File: src/rtl/dec_signal_monitor.sv
// Checker/encoder for the upstream one-hot decoder vector: registers the sample,
// encodes it to a phase index and tracks advance/hold sequencing with lock and error reporting.
module dec_signal_monitor #(
    parameter int WIDTH = 16,
    parameter int CNT_W = 8
) (
    input  logic                     clk,
    input  logic                     reset,
    input  logic                     en,
    input  logic [WIDTH-1:0]         dec_signal,
    output logic [$clog2(WIDTH)-1:0] phase,
    output logic                     phase_valid,
    output logic                     locked,
    output logic [CNT_W-1:0]         wrap_count,
    output logic                     err,
    output logic [CNT_W-1:0]         err_count
);

    localparam int IDX_W = $clog2(WIDTH);

    localparam logic [1:0] ST_IDLE  = 2'd0;
    localparam logic [1:0] ST_SYNC  = 2'd1;
    localparam logic [1:0] ST_TRACK = 2'd2;
    localparam logic [1:0] ST_ERROR = 2'd3;

    localparam logic [IDX_W-1:0] IDX_ONE = IDX_W'(1);
    localparam logic [CNT_W-1:0] CNT_ONE = CNT_W'(1);
    localparam logic [CNT_W-1:0] CNT_MAX = {CNT_W{1'b1}};

    logic [WIDTH-1:0] dec_q, dec_d;
    logic [IDX_W-1:0] phase_q, phase_d;
    logic             pv_q, pv_d;
    logic [1:0]       state_q, state_d;
    logic [IDX_W-1:0] exp_q, exp_d;
    logic [CNT_W-1:0] wrap_q, wrap_d;
    logic             err_q, err_d;
    logic [CNT_W-1:0] errc_q, errc_d;

    logic             ok;
    logic [IDX_W-1:0] idx;

    // Mask of vector positions whose index has bit b set; OR-reducing against it
    // yields index bit b whenever the vector is one-hot.
    function automatic logic [WIDTH-1:0] sel_mask(input int b);
        logic [WIDTH-1:0] m;
        for (int p = 0; p < WIDTH; p++) begin
            m[p] = p[b];
        end
        return m;
    endfunction

    genvar gi;
    generate
        for (gi = 0; gi < IDX_W; gi++) begin : g_idx
            assign idx[gi] = |(dec_q & sel_mask(gi));
        end
    endgenerate

    assign ok = (dec_q != '0) && ((dec_q & (dec_q - WIDTH'(1))) == '0);

    always_comb begin
        dec_d   = dec_q;
        phase_d = phase_q;
        pv_d    = pv_q;
        state_d = state_q;
        exp_d   = exp_q;
        wrap_d  = wrap_q;
        err_d   = err_q;
        errc_d  = errc_q;

        // ERROR lasts exactly one cycle even while the block is frozen.
        if (state_q == ST_ERROR) begin
            state_d = ST_SYNC;
        end

        if (en) begin
            dec_d = dec_signal;
            pv_d  = ok;
            if (ok) begin
                phase_d = idx;
            end
            case (state_q)
                ST_IDLE: state_d = ST_SYNC;
                ST_SYNC: begin
                    if (ok && idx == '0) begin
                        state_d = ST_TRACK;
                        exp_d   = IDX_ONE;
                    end
                end
                ST_TRACK: begin
                    if (ok && idx == exp_q) begin
                        exp_d = exp_q + IDX_ONE;
                        if (idx == '0) begin
                            wrap_d = wrap_q + CNT_ONE;
                        end
                    end else if (ok && idx == (exp_q - IDX_ONE)) begin
                        state_d = ST_TRACK;
                    end else begin
                        state_d = ST_ERROR;
                        err_d   = 1'b1;
                        if (errc_q != CNT_MAX) begin
                            errc_d = errc_q + CNT_ONE;
                        end
                    end
                end
                default: state_d = ST_SYNC;
            endcase
        end
    end

    always_ff @(posedge clk) begin
        if (reset) begin
            dec_q   <= '0;
            phase_q <= '0;
            pv_q    <= 1'b0;
            state_q <= ST_IDLE;
            exp_q   <= '0;
            wrap_q  <= '0;
            err_q   <= 1'b0;
            errc_q  <= '0;
        end else begin
            dec_q   <= dec_d;
            phase_q <= phase_d;
            pv_q    <= pv_d;
            state_q <= state_d;
            exp_q   <= exp_d;
            wrap_q  <= wrap_d;
            err_q   <= err_d;
            errc_q  <= errc_d;
        end
    end

    assign phase       = phase_q;
    assign phase_valid = pv_q;
    assign locked      = (state_q == ST_TRACK);
    assign wrap_count  = wrap_q;
    assign err         = err_q;
    assign err_count   = errc_q;

endmodule

File: config.mk
export PLATFORM = sky130hd
export DESIGN_NAME = dec_signal_monitor
export DESIGN_NICKNAME = d
export VERILOG_FILES = /design/src/rtl/dec_signal_monitor.sv
export SDC_FILE = /design/constraint.sdc
export NUM_CORES = 1
export LEC_CHECK = 0
export ABC_AREA = 1
export CAP_MARGIN = 20
export CELL_PAD_IN_SITES_DETAIL_PLACEMENT = 0
export CELL_PAD_IN_SITES_GLOBAL_PLACEMENT = 2
export CORE_AREA = 2 2 94 96
export DETAILED_ROUTE_END_ITERATION = 8
export DIE_AREA = 0 0 96 98
export DONT_BUFFER_PORTS = 1
export PLACE_DENSITY = 0.74
export SLEW_MARGIN = 20
export SYNTH_ARGS = -nofsm -noshare
export SYNTH_HDL_FRONTEND = slang
export SYNTH_SLANG_ARGS = --single-unit
File: constraint.sdc
create_clock -name clk -period 1.9 [get_ports clk]
set_clock_uncertainty 0.1 [all_clocks]
set_input_delay 0.38 -clock clk [delete_from_list [all_inputs] [get_ports clk]]
set_output_delay 0.38 -clock clk [all_outputs]
set_load 0.02 [all_outputs]
==> flow_summary.yaml <==
setup_path:
  timing.reg2reg.setup_slack_ps: -150
  critical_path.max_fanout: 6
  worst_setup_path_end_kind: "register"
  startpoint_types: "register"
  path_cells: "nor2_4 -> nand2_4 -> buf_4 -> buf_4 -> nor3_4 -> nand4_4 -> nor2_4 -> inv_2 -> nor2_1 -> nand2_1 -> nand2_1 -> nor2_1"
  worst_r2r_path_depth: 12
  worst_path_dominant_cell_family: "simple AND/OR/NAND/NOR gates"
  timing.rr.end: "wrap_count[3]"
  crit_type: "reg2reg"
  worst_flop_to_flop_path_startpoint: "dec_q[7]"
  cp_num_buf_inv: 3
  worst-endpoint-required_ps: 2010
  cpMaxStageDelayCell: "dfxtp_4"
  arrival_ps: 2160
  critPathMaxStageDelay_ps: 370
timing:
  fin_worst_hold_slack_ps: 27.7
  timing.slew.headroom_pct: 65.8
  fin_ws_ps: -148
  timing.final.crit_period_ps: 2050
  slew_viol_final: 0
  maxClockFrequency_mhz: 488
  finalSetupViolations: 27
  rsz0062_at_grt: "true"
  final_min_period_over_clock_period_pct: 108
  tightestPinTransition_ps: 510
  finalHoldViolCount: 0
clock_tree:
  clk_root_buffer_cell: "clkbuf_8"
  cts_inserted_buffers: 5
  clock_sink_count: 44
  tritoncts: "built"
  cts.path.max_buffers: 2
  worst_setup_hold_path_clk_slew_ps: 90
  h-tree-depth: 2
  clock_latency_ps: 300
  post_cts_hold_buffer_count: 0
cells_and_area:
  area_growth_syn_to_layout_pct: 30.3
  layout.nets: 456
  fin_area_um2: 3450
  final_core_util_pct: 40.7
  num-fill-cells: 886
  insertedDiodeCount: 0
  drive_gt1_share_pct: 30.5
detailed_routing:
  vias_per_cell: 4.69
  dr_total_vias: 2516
  ant_nets: 0
  detail_route.iter0.violations: 108
  drc: 0
  dr.pass1.iters: 5
  route.final.wire_length_um: 7180
  post_drt_wl_per_cell_um: 13.4
global_route:
  grt_overflow: 0
  grt_pass1_vias: 2530
  grt_first_pass_wirelength_um: 12000
  global_route.usage.total_pct: 15.9
  antenna_found_initial: 0
  maximum_number_of_pins_on_one_net_before_global_route_repair: 28
placement:
  place_area_um2: 3080
  globalplace.congestion: 0.834
  numPortBuffers: 0
  detailed_place_hpwl_um: 5370
logic_synthesis:
  synth-edff-count: 0
  synth.area.top_cells: "dfxtp_1 (33%), nand2_1 (11%), nor2_1 (9.5%), o21ai_0 (5.5%), xor2_1 (5.0%)"
  yosysWarnings: 0
  avgSynthCellArea_um2: 7.00
  netlist_top_cells_count: "nand2_1 (74), nor2_1 (67), dfxtp_1 (44)"
  synthArstFlopShare_pct: 0
  synthMostInstantiatedCell: "nand2_1"
  synth_cell_type_count: 30
  syn-cell-area_um2: 2650
  synth_top_area_share_pct: 33.3
  postSynth.topFlopCell: "dfxtp_1"
  synth_seq_area_share_pct: 33.3
  syn-instance-count: 378
  postSynthRegisterBits: 44
  postSynthNetCount: 405
  biggest_area_consumer_among_synthesized_cells: "dfxtp_1"
worst_hold_path:
  hp_class: "in2reg"
  whs_path_depth: 1
  worst_hold_startpoint: "reset"
  worst_hold_path.endpoint: "wrap_count[6]"
floorplan:
  floorplan.initialDensity_pct: 31.2
  die_area_um2: 9410
  io-pin-count: 42
  floorplan.die.width_um: 96
  number_of_standard_cell_rows_in_the_floorplan: 34
  placeable_core_region_um2: 8470
  die_height_um: 98
status:
  violations_in_the_final_reports: "setup timing"
  outcome: "finished, violations left"
power:
  max-vdd-ir-drop_v: 0.000231
  power_leakage_nw: 1.51
  cellPowerDensity_nw_per_um2: 677
flow_run:
  drv_cap: 0
worst max path at each step:
stage	start	to	slack, ps	cells past startpoint
after floorplan	dec_q[8]	wrap_count[4]	90	11
after global placement	dec_q[3]	wrap_count[4]	-190	12
after detailed placement	dec_q[3]	wrap_count[4]	-190	10
after CTS	dec_q[1]	wrap_count[3]	-150	12
after global routing	dec_q[7]	wrap_count[3]	-290	13
final	dec_q[7]	wrap_count[3]	-150	12
state kept, by name, indices dropped and copies added (netlist names):
register,cells
dec_q,16
err,1
err_count,8
exp_q,4
phase,4
phase_valid,1
state_q,2
wrap_count,8
repair_timing:
item / in CTS / in global routing
buffers inserted: 3 / 4
endpoints found under the setup margin: 27 / 28
resized for setup: 39 / 16
pin swaps: 19 / 11
cloned: 1 / 2
worst reg2reg max path, stage by stage (launching register included):
cell     delay [ps]
dfxtp_4         370
nor2_4          180
nand2_4         100
buf_4           140
buf_4           130
nor3_4          240
nand4_4         170
nor2_4          230
inv_2            70
nor2_1           90
nand2_1          50
nand2_1          60
nor2_1           40
layer usage:
layer / vias up / wire, um / global-route usage, %
li1: 1325 / - / -
met1: 1148 / 3540 / 21.3
met2: 38 / 3280 / 25.5
met3: 5 / 312 / 3.94
met4: 0 / 56 / 3.85
met5: - / 0 / 0
final cells by class:
class                   instances  area (um2)  share of cell area (%)
multi-input cells             289        1750                    50.7
flip-flops and latches         44         896                    26.0
repair buffers                 50         392                    11.4
inverters                      39         146                    4.25
well taps                     108         135                    3.92
clock buffers                   5        68.8                    2.00
clock inverters                 2        60.1                    1.74
cells by family (layout without fill, tap and decap cells):
| family | count (synthesis) | in the layout | share of synthesized area, % |
|---|---|---|---|
| buffers and inverters | 48 | 96 | 6.91 |
| adders and majority gates | 8 | 8 | 3.78 |
| and+or+nand+nor | 197 | 200 | 37.3 |
| xor gates and xnor gates | 19 | 19 | 6.29 |
| DFF | 44 | 44 | 33.3 |
| AOI/OAI and AO/OA | 62 | 62 | 12.4 |
power breakdown:
group / internal (W) / leakage (nW) / total, W / switching (W)
clock network: 0.000518 / 0.0642 / 0.000857 / 0.000339
logic: 0.000196 / 1.08 / 0.000475 / 0.000280
registers: 0.000956 / 0.362 / 0.00100 / 0.0000456
total: 0.00167 / 1.51 / 0.00233 / 0.000665
per-stage QoR:
step                total power [W]  setup WS [ps]  cells  TNS (ps)
floorplan                   0.00129           93.6    378         0
finish                      0.00233           -148    537     -1810
global route                0.00245           -293    537     -6280
global placement            0.00142           -192    520     -3500
CTS                         0.00233           -155    531     -2270
detailed placement          0.00142           -192    520     -3140
cells in the final DEF, fill, tap and decap left out, types with 3 or more instances in the layout:
cell type / instances
a21oi_1: 23
a21oi_2: 3
buf_4: 48
clkbuf_8: 5
dfxtp_1: 34
dfxtp_2: 9
ha_1: 8
inv_1: 34
inv_2: 4
nand2_1: 67
nand2_2: 10
nand2_4: 5
nand3_1: 10
nand3_2: 4
nand3_4: 3
nand4_1: 15
nor2_1: 56
nor2_2: 10
nor2_4: 16
o21ai_0: 25
o21ai_1: 3
o21ai_2: 4
xnor2_1: 4
xor2_1: 15
Note: power is estimated with default switching activity, not from simulation.
